===== src/rtl/deal_seq_ctrl_pkg.sv =====
// Shared definitions for the card-deal sequencer: FSM state encodings,
// hand destinations, default deck/latency parameters and the dealt-counter helper.
package deal_seq_ctrl_pkg;

   typedef enum logic [2:0] {
      ST_IDLE      = 3'd0,
      ST_INIT_REQ  = 3'd1,
      ST_INIT_WAIT = 3'd2,
      ST_READY     = 3'd3,
      ST_HIT_REQ   = 3'd4,
      ST_HIT_WAIT  = 3'd5,
      ST_EMPTY     = 3'd6
   } deal_state_e;

   localparam logic DEST_PLAYER   = 1'b0;
   localparam logic DEST_DEALER   = 1'b1;

   localparam int   DEF_DECK_SIZE = 52;
   localparam int   DEF_CARD_LAT  = 2;
   localparam int   DEALT_W       = 6;

   // Dealt counter sticks at all-ones instead of wrapping.
   function automatic logic [DEALT_W-1:0] sat_inc(input logic [DEALT_W-1:0] v);
      return (&v) ? v : v + 1'b1;
   endfunction

endpackage


===== src/rtl/deal_seq_arbiter.sv =====
// Two-requester hit arbiter (player/dealer). DEAL_SEQ_RR_ARB_EN selects
// round-robin tie-breaking; otherwise the player always wins a tie.
module deal_seq_arbiter
   import deal_seq_ctrl_pkg::*;
(
   input  logic clk_ctrl_i,
   input  logic rst_ctrl_i,
   input  logic player_req_i,
   input  logic dealer_req_i,
   input  logic accept_i,
   output logic grant_o,
   output logic grant_dest_o
);

   assign grant_o = player_req_i | dealer_req_i;

`ifdef DEAL_SEQ_RR_ARB_EN
   logic prio_reg;

   // The side just served drops to low priority for the next tie.
   always_ff @(posedge clk_ctrl_i or negedge rst_ctrl_i) begin
      if (!rst_ctrl_i) begin
         prio_reg <= DEST_PLAYER;
      end else if (accept_i && grant_o) begin
         prio_reg <= ~grant_dest_o;
      end
   end

   always_comb begin
      grant_dest_o = DEST_PLAYER;
      if (player_req_i && dealer_req_i) begin
         grant_dest_o = prio_reg;
      end else if (dealer_req_i) begin
         grant_dest_o = DEST_DEALER;
      end
   end
`else
   logic unused_arb;
   assign unused_arb   = clk_ctrl_i ^ rst_ctrl_i ^ accept_i;
   assign grant_dest_o = (dealer_req_i && !player_req_i) ? DEST_DEALER : DEST_PLAYER;
`endif

endmodule


===== src/rtl/deal_seq_ctrl.sv =====
// Blackjack deal sequencer: initial 4-card deal, player/dealer hits, deck exhaustion.
// Build with DEAL_SEQ_RR_ARB_EN defined for round-robin hit arbitration.
module deal_seq_ctrl
   import deal_seq_ctrl_pkg::*;
#(
   parameter int CARD_LAT  = DEF_CARD_LAT,
   parameter int DECK_SIZE = DEF_DECK_SIZE
)(
   input  logic       clk_ctrl_i,
   input  logic       rst_ctrl_i,
   input  logic       start_deal_i,
   input  logic       player_hit_i,
   input  logic       dealer_hit_i,
   input  logic [7:0] card_dp_i,
   output logic       req_card_dp_o,
   output logic [7:0] card_o,
   output logic       card_valid_o,
   output logic       card_dest_o,
   output logic       player_ack_o,
   output logic       dealer_ack_o,
   output logic       busy_o,
   output logic       deal_done_o,
   output logic       deck_empty_o
);

   localparam int                 WAIT_W     = (CARD_LAT > 1) ? $clog2(CARD_LAT) : 1;
   localparam logic [WAIT_W-1:0]  WAIT_LAST  = WAIT_W'(CARD_LAT - 1);
   localparam logic [DEALT_W-1:0] DECK_LIMIT = DEALT_W'(DECK_SIZE);

   deal_state_e        state_reg;
   logic [WAIT_W-1:0]  wait_cnt_reg;
   logic [1:0]         init_idx_reg;
   logic [DEALT_W-1:0] dealt_cnt_reg;
   logic               hit_dest_reg;
   logic               req_reg;
   logic [7:0]         card_reg;
   logic               valid_reg;
   logic               card_dest_reg;
   logic               player_ack_reg;
   logic               dealer_ack_reg;
   logic               done_reg;
   logic               empty_reg;

   logic               arb_accept;
   logic               arb_grant;
   logic               arb_dest;
   logic               deck_out;

   assign arb_accept = (state_reg == ST_READY) && !start_deal_i;
   assign deck_out   = (dealt_cnt_reg >= DECK_LIMIT);

   deal_seq_arbiter u_arbiter (
      .clk_ctrl_i   (clk_ctrl_i),
      .rst_ctrl_i   (rst_ctrl_i),
      .player_req_i (player_hit_i),
      .dealer_req_i (dealer_hit_i),
      .accept_i     (arb_accept),
      .grant_o      (arb_grant),
      .grant_dest_o (arb_dest)
   );

   always_ff @(posedge clk_ctrl_i or negedge rst_ctrl_i) begin
      if (!rst_ctrl_i) begin
         state_reg      <= ST_IDLE;
         wait_cnt_reg   <= '0;
         init_idx_reg   <= '0;
         dealt_cnt_reg  <= '0;
         hit_dest_reg   <= DEST_PLAYER;
         req_reg        <= 1'b0;
         card_reg       <= '0;
         valid_reg      <= 1'b0;
         card_dest_reg  <= DEST_PLAYER;
         player_ack_reg <= 1'b0;
         dealer_ack_reg <= 1'b0;
         done_reg       <= 1'b0;
         empty_reg      <= 1'b0;
      end else begin
         req_reg        <= 1'b0;
         valid_reg      <= 1'b0;
         player_ack_reg <= 1'b0;
         dealer_ack_reg <= 1'b0;
         done_reg       <= 1'b0;

         case (state_reg)
            ST_IDLE: begin
               if (start_deal_i) begin
                  state_reg    <= ST_INIT_REQ;
                  init_idx_reg <= '0;
                  req_reg      <= 1'b1;
               end
            end

            ST_INIT_REQ, ST_HIT_REQ: begin
               dealt_cnt_reg <= sat_inc(dealt_cnt_reg);
               wait_cnt_reg  <= WAIT_LAST;
               state_reg     <= (state_reg == ST_INIT_REQ) ? ST_INIT_WAIT : ST_HIT_WAIT;
            end

            // Initial deal alternates player/dealer on the low index bit.
            ST_INIT_WAIT: begin
               if (wait_cnt_reg != '0) begin
                  wait_cnt_reg <= wait_cnt_reg - 1'b1;
               end else begin
                  card_reg      <= card_dp_i;
                  valid_reg     <= 1'b1;
                  card_dest_reg <= init_idx_reg[0];
                  if (deck_out) begin
                     state_reg <= ST_EMPTY;
                     empty_reg <= 1'b1;
                  end else if (init_idx_reg == 2'd3) begin
                     state_reg <= ST_READY;
                     done_reg  <= 1'b1;
                  end else begin
                     init_idx_reg <= init_idx_reg + 2'd1;
                     state_reg    <= ST_INIT_REQ;
                     req_reg      <= 1'b1;
                  end
               end
            end

            ST_READY: begin
               if (start_deal_i) begin
                  state_reg    <= ST_INIT_REQ;
                  init_idx_reg <= '0;
                  req_reg      <= 1'b1;
               end else if (arb_grant) begin
                  state_reg    <= ST_HIT_REQ;
                  hit_dest_reg <= arb_dest;
                  req_reg      <= 1'b1;
               end
            end

            ST_HIT_WAIT: begin
               if (wait_cnt_reg != '0) begin
                  wait_cnt_reg <= wait_cnt_reg - 1'b1;
               end else begin
                  card_reg       <= card_dp_i;
                  valid_reg      <= 1'b1;
                  card_dest_reg  <= hit_dest_reg;
                  player_ack_reg <= (hit_dest_reg == DEST_PLAYER);
                  dealer_ack_reg <= (hit_dest_reg == DEST_DEALER);
                  if (deck_out) begin
                     state_reg <= ST_EMPTY;
                     empty_reg <= 1'b1;
                  end else begin
                     state_reg <= ST_READY;
                  end
               end
            end

            ST_EMPTY: begin
               state_reg <= ST_EMPTY;
            end

            default: begin
               state_reg <= ST_IDLE;
            end
         endcase
      end
   end

   assign req_card_dp_o = req_reg;
   assign card_o        = card_reg;
   assign card_valid_o  = valid_reg;
   assign card_dest_o   = card_dest_reg;
   assign player_ack_o  = player_ack_reg;
   assign dealer_ack_o  = dealer_ack_reg;
   assign deal_done_o   = done_reg;
   assign deck_empty_o  = empty_reg;
   assign busy_o        = (state_reg != ST_IDLE) && (state_reg != ST_READY) &&
                          (state_reg != ST_EMPTY);

endmodule


===== config.mk =====
export PLATFORM = sky130hd
export DESIGN_NAME = deal_seq_ctrl
export DESIGN_NICKNAME = d
export VERILOG_FILES = /design/src/rtl/deal_seq_ctrl_pkg.sv /design/src/rtl/deal_seq_arbiter.sv /design/src/rtl/deal_seq_ctrl.sv
export SDC_FILE = /design/constraint.sdc
export NUM_CORES = 1
export LEC_CHECK = 0
export CELL_PAD_IN_SITES_DETAIL_PLACEMENT = 0
export CELL_PAD_IN_SITES_GLOBAL_PLACEMENT = 1
export CORE_AREA = 2 2 73 54
export DETAILED_ROUTE_END_ITERATION = 10
export DIE_AREA = 0 0 75 56
export GPL_ROUTABILITY_DRIVEN = 0
export PLACE_DENSITY = 0.84
export SLEW_MARGIN = 15
export SYNTH_ARGS = -nofsm -noshare
export SYNTH_HDL_FRONTEND = slang
export SYNTH_HIERARCHICAL = 1
export SYNTH_SLANG_ARGS = --single-unit

===== constraint.sdc =====
create_clock -name clk_ctrl_i -period 5.1 [get_ports clk_ctrl_i]
set_clock_uncertainty 0.1 [all_clocks]
set_input_delay 0.51 -clock clk_ctrl_i [delete_from_list [all_inputs] [get_ports clk_ctrl_i]]
set_output_delay 0.51 -clock clk_ctrl_i [all_outputs]
set_load 0.1 [all_outputs]

Word level (Yosys, flattened, before mapping)
Cells that the tools add are included.

Output and inout bits: 16. Bits in registers: 28. RAM bits: 0. Input bits: 13. Logic and storage cells: 96. Bits in latches: 0. Memories kept: 0. ROM bits: 0.

Equality and inequality tests: 16. Reductions and logical operators: 20. Bitwise gates (word level): 5. Div/mod/pow operators: 0. $lt $le $gt $ge: 1. Muxes and demuxes: 38. Shift operators: 0. $mul: 0. Add/subtract/negate cells: 3.

Operators with widths (count): 3-bit 2-to-1 mux (8); 1-bit 2-to-1 mux (20); 3-bit case mux with 6 select lines (1); 2-bit 2-to-1 mux (5); 2-bit != test, second input constant (5); 3-bit == test, second input constant (3); 3-bit AND reduction (3); 6-bit by 1-bit adder with 6-bit output, second input constant (1); 3-bit by 2-bit == test with 1-bit output, second input constant (2); 6-bit greater-or-equal comparator, second input constant (1); 3-bit != test, second input constant (2); 6-bit AND reduction (1); 2-bit nonzero test (3); 2-bit OR reduction (3); 5-bit AND reduction (1); 1-bit NOT (4); 1-bit case mux with 2 select lines (2); 2-bit case mux with 2 select lines (1); 2-bit AND reduction (2); 4-bit AND reduction (1); 3-bit by 1-bit == test with 1-bit output, second input constant (1); 1-bit logical AND (3); 3-bit logical NOT (1); 3-bit by 2-bit != test with 1-bit output, second input constant (1); other kinds (8) (8).

Depth between registers and ports, before layout
Gate-level depths: netlist of run 1.

Depth after elaboration: 5. Depth in mapped cells: 6. Depth with buffers taken out: 5.

Hierarchy
Netlist of run 1, hierarchy kept.

Modules (own cells, without submodules): deal_seq_ctrl (times used 1, seq. area each 700.7 µm², area each 1410.1 µm², cells each 125); deal_seq_arbiter (times used 1, seq. area each 0.0 µm², area each 12.5 µm², cells each 2).

Least setup slack after synthesis of run 1
OpenSTA, ideal clock, no wires.

Kind: register to output. Start: register state_reg[2]. End: output port busy_o. Cell stages (with the launch flop): 5. Path slack: 2.151 ns. Buffers on the path: 2. Arrival time: 2.339 ns. Cells stage by stage: dfrtp_1 buf_2 clkbuf_1 nor2_1 a21oi_1.

Word-level cells in the longest chain between the ends: 3. Elaborated cells between the ends (all ways): 5. Classes of those cells: eq/ne (2); reduce/logical (3).

RTL lines: start, declared (line deal_seq_ctrl.sv:30) `deal_state_e state_reg;`; start signal, assigned (line deal_seq_ctrl.sv:96) `state_reg <= (state_reg == ST_INIT_REQ) ? ST_INIT_WAIT : ST_HIT_WAIT;`; 3-bit by 2-bit != test with 1-bit output or 3-bit nonzero test (tied branches) (line deal_seq_ctrl.sv:170) `assign busy_o = (state_reg != ST_IDLE) && (state_reg != ST_READY) &&`; 1-bit logical AND (line deal_seq_ctrl.sv:170); 1-bit logical AND (*) (line deal_seq_ctrl.sv:170); end, declared (line deal_seq_ctrl.sv:21) `output logic busy_o,`.

Mark *: on every way between the ends. The rest lies on a longest branch, timed or not.

Worst setup path after layout of run 1
Start: register state_reg[0]. End: output port busy_o.

Same word-level chain as after synthesis.

==> flow_summary.ini, run 1 <==
[cells_and_area]
layout-drive-gt1-share_pct = 9.33
layout_common_cells = 28 x dfrtp_1, 28 x clkdlybuf4s50_1, 7 x nor2_1, 7 x nand2_1
nets = 168
largest_register_ff_count = 8
syn_to_final_growth_pct = 24.1
fin_cells = 200
antenna_cells = 0

[setup_path]
ff2ff_setup_slack_ns = 2.84
rr_endpoint = card_o[1]$_DFFE_PN0P_
critPathLaunchType = flip-flop
cp-startpoint = state_reg[0]$_DFFE_PN0P_
cp_max_fo = 21
endpoint_kind = output pin
regToRegStartpoint = state_reg[0]$_DFFE_PN0P_
critPathKind = reg -> out
worstPathRequired_ns = 4.49
ff2ff_path_depth = 3
worstPathArrival_ns = 2.58
crit_end = busy_o

[place]
dp.cells = 197
portBuffers = 28
hpwl_um = 1970

[detailed_routing]
wirelength_um = 2670
ant_nets = 0
first_pass_iters = 4
drt_iter0_markers = 31
drcViolationCount = 0
num_vias = 1030
route.detailed.wl_per_inst_um = 13.3
via_per_inst = 5.15

[timing]
timing.setup.tns_ns = 0
holdWs_ns = 0.387
finalHoldViolations = 0
rsz0062_at_grt = no
fin_crit_sh_pct = 62.5
drv_slew = 0
clock.fmax_mhz = 314
worst_slew_pin_slew_ns = 0.986
maxSlewHeadroom_pct = 34.0
setup_viol = 0
min_period_ns = 3.19

[floorplan]
ios = 29
rows = 18
dieArea_sq_um = 4200
die_h_um = 56
die_x_um = 75
start_util_pct = 41.1
coreArea_sq_um = 3450

[synth]
yosys_warnings = 6
syn_nets = 142
avgSynthCellArea_sq_um = 11.2
syn_inst = 126
synth_area_sq_um = 1420

[global_route]
grt_max_degree = 29
antenna_found_initial = 0
grt_remaining_overflow = 0
grt_pass1_wl_um = 4400
grt_pass1_vias = 945
grt_use_total_pct = 13.5

[outcome]
status = completed

[cts]
cts_root_buffer = clkbuf_8
h-tree-depth = 1
insertion_delay_ns = 0.27
cts_buffers = 3
post_cts_buffers = 0
clockBufferDepth = 2
clk_pin_slew_ns = 0.08
cts.sinks = 28
hold_buffers = 0
cts_resized = 0
cts_tree = built

[run]
drv_cap = 0

[hold_path]
hold_class = reg -> reg
min_path_cells = 1
per-layer routing:
metal  vias to the layer above  wire [um]  GRT usage (%)  part of all wire (%)
met5                         -          0              0                     0
met4                         0         10           2.30                  0.38
met3                         2        122           4.35                   4.6
met2                        23       1310           20.6                    49
met1                       512       1220           19.0                    46
li1                        493          -              -                     -
worst min path at each step:
stage	from	end	slack, ns
finish	deck_empty_o$_DFFE_PN0P_	deck_empty_o$_DFFE_PN0P_	0.39
global route	deck_empty_o$_DFFE_PN0P_	deck_empty_o$_DFFE_PN0P_	0.41
detailed placement	deck_empty_o$_DFFE_PN0P_	deck_empty_o$_DFFE_PN0P_	0.36
global placement	deck_empty_o$_DFFE_PN0P_	deck_empty_o$_DFFE_PN0P_	0.34
floorplan	rst_ctrl_i	card_dest_o$_DFFE_PN0P_	0.11
CTS	deck_empty_o$_DFFE_PN0P_	deck_empty_o$_DFFE_PN0P_	0.39
layout make-up:
class / count / area, sq um
Clock buffer: 3 / 41.3
Tap cell: 50 / 62.6
Inverter: 5 / 18.8
Fill cell: 311 / 1690
Timing Repair Buffer: 29 / 288
Sequential cell: 28 / 701
Multi-Input combinational cell: 85 / 647
worst max-delay path, stage by stage (launching register included):
cell             delay [ns]
dfrtp_1                0.76
xnor2_2                0.22
nor2_1                 0.07
a21oi_1                0.12
clkdlybuf4s50_1        1.14
through the flow:
step                      utilization, %  cell area (sq um)  setup WS (ns)
after floorplan                        -               1420           2.15
after CTS                           51.0               1760           1.92
after detailed placement            49.8               1720           2.23
after global placement              49.8               1720           2.28
final                               51.0               1760           1.91
after global routing                51.0               1760           1.81
Power of run 1 is not shown: default switching activity piles up to over one toggle a cycle in this logic, so the estimate is an artifact.
==> run 2, diff against run 1 <==
--- a/config.mk
+++ b/config.mk
@@ -7,11 +7,11 @@
 export LEC_CHECK = 0
 export CELL_PAD_IN_SITES_DETAIL_PLACEMENT = 0
 export CELL_PAD_IN_SITES_GLOBAL_PLACEMENT = 1
-export CORE_AREA = 2 2 73 54
+export CORE_AREA = 2 2 80 59
 export DETAILED_ROUTE_END_ITERATION = 10
-export DIE_AREA = 0 0 75 56
+export DIE_AREA = 0 0 82 61
 export GPL_ROUTABILITY_DRIVEN = 0
-export PLACE_DENSITY = 0.84
+export PLACE_DENSITY = 0.74
 export SLEW_MARGIN = 15
 export SYNTH_ARGS = -nofsm -noshare
 export SYNTH_HDL_FRONTEND = slang
==> constraint.sdc (replaced) <==
create_clock -name clk_ctrl_i -period 2.9 [get_ports clk_ctrl_i]
set_clock_uncertainty 0.1 [all_clocks]
set_input_delay 0.29 -clock clk_ctrl_i [delete_from_list [all_inputs] [get_ports clk_ctrl_i]]
set_output_delay 0.29 -clock clk_ctrl_i [all_outputs]
set_load 0.1 [all_outputs]
==> run 2 against run 1 <==
- sequential cell count unchanged
- utilization decreased by 8.9 points
- global-route usage decreased by 0.60 points
- largest cell class unchanged
- final area increased by 0.64%
- worst hold slack got worse by 0.10 ns
==> flow_summary.ini, run 2 (synthesized netlist as in run 1, its figures left out) <==
[setup_path]
worstPathArrival_ns = 2.29
slowest_delay_ns = 0.69
critPathKind = reg -> reg
endpoint_kind = flip-flop
slowest_stage = dfrtp_1
crit_chain = or3b_1, a21oi_2, mux2_2
worstPathRequired_ns = 2.97
cp_max_fo = 17
critPathLaunchType = flip-flop

[cts]
clk_pin_slew_ns = 0.10
cts.sinks = 28
hold_buffers = 0
h-tree-depth = 1
insertion_delay_ns = 0.28
cts_tree = built
cts_buffers = 3
cts_root_buffer = clkbuf_8
post_cts_buffers = 0
cts_resized = 0
clockBufferDepth = 2

[cells_and_area]
largest_register_ff_count = 8
final_area_sq_um = 1770
antenna_cells = 0
layout-drive-gt1-share_pct = 21.6
layout_common_cells = 28 x dfrtp_1, 19 x buf_4, 12 x clkdlybuf4s50_1
final_common_cell = dfrtp_1
syn_to_final_growth_pct = 24.9
nets = 170

[global_route]
grt_pass1_vias = 1001
grt_max_degree = 29
grt_use_total_pct = 12.9
grt_pass1_wl_um = 4750
grt_remaining_overflow = 0
antenna_found_initial = 0

[timing]
worst_slew_pin_slew_ns = 0.599
min_period_ns = 2.22
fin_crit_sh_pct = 76.5
maxSlewHeadroom_pct = 60.1
clock.fmax_mhz = 451
finalHoldViolations = 0
setup_viol = 0
holdWs_ns = 0.286
fin_ws_ns = 0.681
rsz0062_at_grt = no
drv_slew = 0
timing.setup.tns_ns = 0

[detailed_routing]
via_per_inst = 4.98
route.detailed.wl_per_inst_um = 13.7
drcViolationCount = 0
num_vias = 1036
drt_iter0_markers = 49
ant_nets = 0
wirelength_um = 2850
first_pass_iters = 4

[floorplan]
dieArea_sq_um = 5000
coreArea_sq_um = 4200
die_h_um = 61
ios = 29
start_util_pct = 33.7
rows = 20
die_x_um = 82

[place]
hpwl_um = 2150
portBuffers = 28
placed_area_sq_um = 1700
dpl_worst_slack_ns = 0.638

[outcome]
status = completed

[hold_path]
hold_class = in -> async

[run]
drv_cap = 0
-- run 2: cell types whose count changed in the layout (fill, tap and decap cells not counted), sizes merged --
| cell | change |
|---|---|
| clkdlybuf4s50 | -16 |
| buf | +18 |
| bufinv | +1 |
-- run 2: path summary, 6_finish.rpt --
kind                                     startpoint                  endpoint  slack [ns]  cells after the start
setup / recovery           state_reg[1]$_DFFE_PN0P_     card_o[0]$_DFFE_PN0P_        0.68                      3
hold / removal                           rst_ctrl_i  state_reg[0]$_DFFE_PN0P_        0.29                      2
setup reg to reg           state_reg[1]$_DFFE_PN0P_     card_o[0]$_DFFE_PN0P_        0.68                      3
hold reg to reg            hit_dest_reg$_DFFE_PN0P_    player_ack_o$_DFF_PN0_        0.39                      1
max in group asynchronous                rst_ctrl_i     card_o[0]$_DFFE_PN0P_        2.16                      2
min in group clk_ctrl_i    hit_dest_reg$_DFFE_PN0P_    player_ack_o$_DFF_PN0_        0.39                      1
-- run 2: area by class of cell --
| class | count | area (sq um) |
|---|---|---|
| Timing Repair Buffer | 31 | 263 |
| Clock buffer | 3 | 41.3 |
| Tap cell | 55 | 68.8 |
| Multi-Input combinational cell | 85 | 647 |
| Clock inverter | 1 | 30.0 |
| Inverter | 5 | 18.8 |
| Sequential cell | 28 | 701 |
| Fill cell | 409 | 2430 |
-- run 2: stage by stage --
stage | std cells | util [%]
6_report | 208 | 42.1
5_1_grt | 208 | 42.1
4_1_cts | 208 | 42.1
3_5_place_dp | 204 | 40.4
3_3_place_gp | 204 | 40.4
2_1_floorplan | 126 | -
-- run 2: metal layers --
layer	wire, um	global-route usage (%)
met4	8	2.14
met2	1310	20.3
met3	128	4.02
met1	1400	18.0
met5	0	0
-- run 2: worst max-delay path, delay by kind of cell (launching register included) --
kind,cells,cell delay (ns)
simple gates,1,0.41
mux,1,0.40
flops,1,0.69
compound gates,1,0.51
Power of run 2 is left out for the same reason.
==> run 3, diff against run 2 <==
==> constraint.sdc (replaced) <==
create_clock -name clk_ctrl_i -period 1.8 [get_ports clk_ctrl_i]
set_clock_uncertainty 0.1 [all_clocks]
set_input_delay 0.18 -clock clk_ctrl_i [delete_from_list [all_inputs] [get_ports clk_ctrl_i]]
set_output_delay 0.18 -clock clk_ctrl_i [all_outputs]
set_load 0.1 [all_outputs]
==> run 3 against run 2 <==
- die area did not move
- worst hold slack got worse by 0.11 ns
- non-clock buffer count up 12
- sequential cell count unchanged
- critical path depth up 2
- utilization grew 3.9 points
- sequential share of layout area down 3.3 points
- routed wire length rose by 9.1%
- clock-buffer cell count unchanged
- register-to-register slack got worse by 0.63 ns
- worst setup slack got worse by 0.63 ns
- maximum frequency rose by 27%
==> flow_summary.ini, run 3 (synthesized netlist as in run 1, its figures left out) <==
[place]
portBuffers = 28
hpwl_um = 2320

[global_route]
grt_pass1_vias = 1116
antenna_found_initial = 0
grt_use_total_pct = 14.5
grt_max_degree = 29
grt_remaining_overflow = 0
grt_pass1_wl_um = 5330

[timing]
finalHoldViolations = 0
maxSlewHeadroom_pct = 76.3
drv_slew = 0
fin_crit_sh_pct = 97.2
setup_viol = 0
worst_slew_pin_slew_ns = 0.356
min_period_ns = 1.75
clock.fmax_mhz = 571
rsz0062_at_grt = yes
timing.setup.tns_ns = 0

[floorplan]
dieArea_sq_um = 5000
die_x_um = 82
ios = 29
start_util_pct = 33.7
coreArea_sq_um = 4200
die_h_um = 61
rows = 20

[cells_and_area]
antenna_cells = 0
nets = 182
syn_to_final_growth_pct = 36.4
layout-drive-gt1-share_pct = 29.7
layout_common_cells = 27 x dfrtp_1, 27 x buf_4, 12 x clkdlybuf4s50_1
largest_register_ff_count = 8

[cts]
clk_pin_slew_ns = 0.09
cts_buffers = 3
hold_buffers = 0
insertion_delay_ns = 0.27
clockBufferDepth = 2
h-tree-depth = 1
cts_root_buffer = clkbuf_8
cts_tree = built
cts.sinks = 28

[detailed_routing]
num_vias = 1106
first_pass_iters = 4
drt_iter0_markers = 140
ant_nets = 0
wirelength_um = 3110
route.detailed.wl_per_inst_um = 14.1
via_per_inst = 5.03
drcViolationCount = 0

[hold_path]
hold_class = in -> async

[setup_path]
worstPathRequired_ns = 1.87
critPathKind = reg -> reg
cp_max_fo = 4
endpoint_kind = flip-flop
critPathLaunchType = flip-flop
worstPathArrival_ns = 1.82

[run]
drv_cap = 0

[outcome]
status = completed
run 3: cell count changes in the layout (fill, tap and decap cells not counted):
cell,before,now
xnor2_2,1,0
a21oi_1,6,5
and3_4,0,1
buf_4,19,27
dfrtp_2,0,1
dfrtp_1,28,27
buf_12,0,3
and3_1,2,1
buf_6,0,1
a21oi_4,0,1
nor2_1,7,6
xnor2_4,0,1
nor2_2,0,1
run 3: cell type report:
cell class / instances / area [sq um]
fill: 411 / 2270
sequential: 28 / 702
multi-input combinational: 85 / 677
timing repair buffer: 43 / 394
tap: 55 / 68.8
clock buffer: 3 / 41.3
clock inverter: 1 / 30.0
inverter: 5 / 18.8
run 3: timing repair:
action | in CTS | in global routing
gates cloned | 0 | 0
resized for setup | 2 | 3
buffers inserted | 1 | 1
pin swaps | 0 | 3
endpoints found under the setup margin | 1 | 8
run 3: critical path: stages (launching register included):
cell and delay [ns]:
dfrtp_2 0.45, buf_4 0.15, or4b_4 0.51, o41ai_2 0.08, o21ai_2 0.12, a22o_1 0.24
run 3: per-layer routing:
layer  GRT usage (%)  vias up  part of all wire [%]
met5               0        -                     0
met4            2.86        0                  0.26
met3            4.02        2                   5.7
met2            24.3       27                    48
met1            19.0      554                    46
li1                -      523                     -
run 3: final timing paths:
path | slack (ns) | to | startpoint | cells past startpoint
setup / recovery | 0.05 | init_idx_reg[0]$_DFFE_PN0P_ | state_reg[0]$_DFFE_PN0P_ | 5
hold / removal | 0.18 | card_o[5]$_DFFE_PN0P_ | rst_ctrl_i | 2
setup reg to reg | 0.05 | init_idx_reg[0]$_DFFE_PN0P_ | state_reg[0]$_DFFE_PN0P_ | 5
hold reg to reg | 0.37 | deck_empty_o$_DFFE_PN0P_ | deck_empty_o$_DFFE_PN0P_ | 1
max in group asynchronous | 1.14 | state_reg[0]$_DFFE_PN0P_ | rst_ctrl_i | 2
min in group clk_ctrl_i | 0.37 | deck_empty_o$_DFFE_PN0P_ | deck_empty_o$_DFFE_PN0P_ | 1
run 3: metrics by stage:
| stage | instance area (sq um) | utilization [%] | std cells | hold slack [ns] | setup WS, ns |
|---|---|---|---|---|---|
| floorplan | 1430 | - | 126 | -0.216 | 0.0533 |
| global placement | 1820 | 43.3 | 214 | 0.343 | 0.0165 |
| detailed placement | 1820 | 43.3 | 214 | 0.349 | -0.0162 |
| CTS | 1910 | 45.5 | 219 | 0.183 | 0.00202 |
| global route | 1930 | 46.0 | 220 | 0.200 | -0.0198 |
| finish | 1930 | 46.0 | 220 | 0.179 | 0.0498 |
Power of run 3 is left out for the same reason.
==> RTL edit: new RTL, config.mk and constraints of run 3 <==
Build with the macro `DEAL_SEQ_RR_ARB_EN` defined.
--- a/src/rtl/deal_seq_arbiter.sv
+++ b/src/rtl/deal_seq_arbiter.sv
@@ -1,4 +1,6 @@
 // Two-requester hit arbiter (player/dealer). DEAL_SEQ_RR_ARB_EN selects
 // round-robin tie-breaking; otherwise the player always wins a tie.
+`define DEAL_SEQ_RR_ARB_EN
+
 module deal_seq_arbiter
    import deal_seq_ctrl_pkg::*;
Formal check against the unedited RTL: no difference found for any inputs over 10 cycles, from zero or initial values and one cycle with rst_ctrl_i low; that may be too few to reach the edited logic, so the function may still have changed.
==> RTL edit against run 3 <==
Die area unchanged. Sequential share of layout area down 1.4 points. Critical path depth unchanged. Worst setup slack worse by 0.036 ns. Global-route usage up 0.19 points. Sequential cell count up 1. Non-clock buffer count up 7. Wire length up 2.7%. Synthesized area up 3.4%. Worst hold slack better by 0.023 ns. Final area up 7.8%. Critical endpoint unchanged.
Power is left out: the tool's default activity adds up to more than one toggle a clock period on the data nets, which glitch-free logic cannot reach.
==> RTL edit: results (changes against run 3) <==
outcome: "finished clean"
grt_start_max_net_pins: 30  # +3.4%
use_met1_pct: 18.0  # -1.0 points
wl_per_cell_um: 13.5  # -4.3%
dpl.cell_count: 219  # +2.3%
nFillCells: 377  # -8.3%
routed_wl_mm: 3.19  # +2.7%
wl_met3_um: 175  # -0.57%
htree_levels: 2  # +1
seqCellArea_um2: 727  # +3.6%
dp_hpwl_mm: 2.36  # +1.7%
drt-initial-drc-count: 47  # -66%
drive_gt1_share_pct: 33.1  # +3.5 points
dp_slack_ns: -0.0403  # -0.0241 ns
maxSlewHeadroom_pct: 73.7  # -2.6 points
wl_met1_mm: 1.37  # -3.8%
crit_arrival_ns: 1.85  # +0.03 ns
final_nets: 196  # +7.7%
syn_nets: 147  # +3.5%
worstPathMaxFanout: 5  # +1
met3_usage_pct: 4.76  # +0.74 points
cts-buffers-inserted: 5  # +2
vias: 1171  # +5.9%
grt_pass1_wl_mm: 5.38  # +0.92%
dpl-instance-area_um2: 1880  # +3.3%
[RTL edit: area by class of cell]
cell class | count | area share (%)
Tap cell | 55 | 3.31
Clock buffer | 7 | 4.63
Clock inverter | 1 | 0.240
Timing Repair Buffer | 50 | 22.4
Sequential cell | 29 | 34.9
Inverter | 6 | 1.08
Multi-Input combinational cell | 88 | 33.4
[RTL edit: timing repair]
action                                  4_1_cts  5_1_grt
pin swaps                                     1        4
endpoints found under the setup margin        1       13
buffers inserted                              3        6
gates resized for setup                       2        5
hold endpoints to repair                      0        0
[RTL edit: path summary, 6_finish.rpt]
check                             start              end  slack (ns)  depth (start not counted)
min                          rst_ctrl_i     player_ack_o        0.20                          2
min in group clk_ctrl_i       card_o[2]        card_o[2]        0.39                          1
min reg2reg                   card_o[2]        card_o[2]        0.39                          1
max                        state_reg[0]  init_idx_reg[0]        0.01                          5
max reg2reg                state_reg[0]  init_idx_reg[0]        0.01                          5
max in group asynchronous    rst_ctrl_i     state_reg[0]        1.11                          2
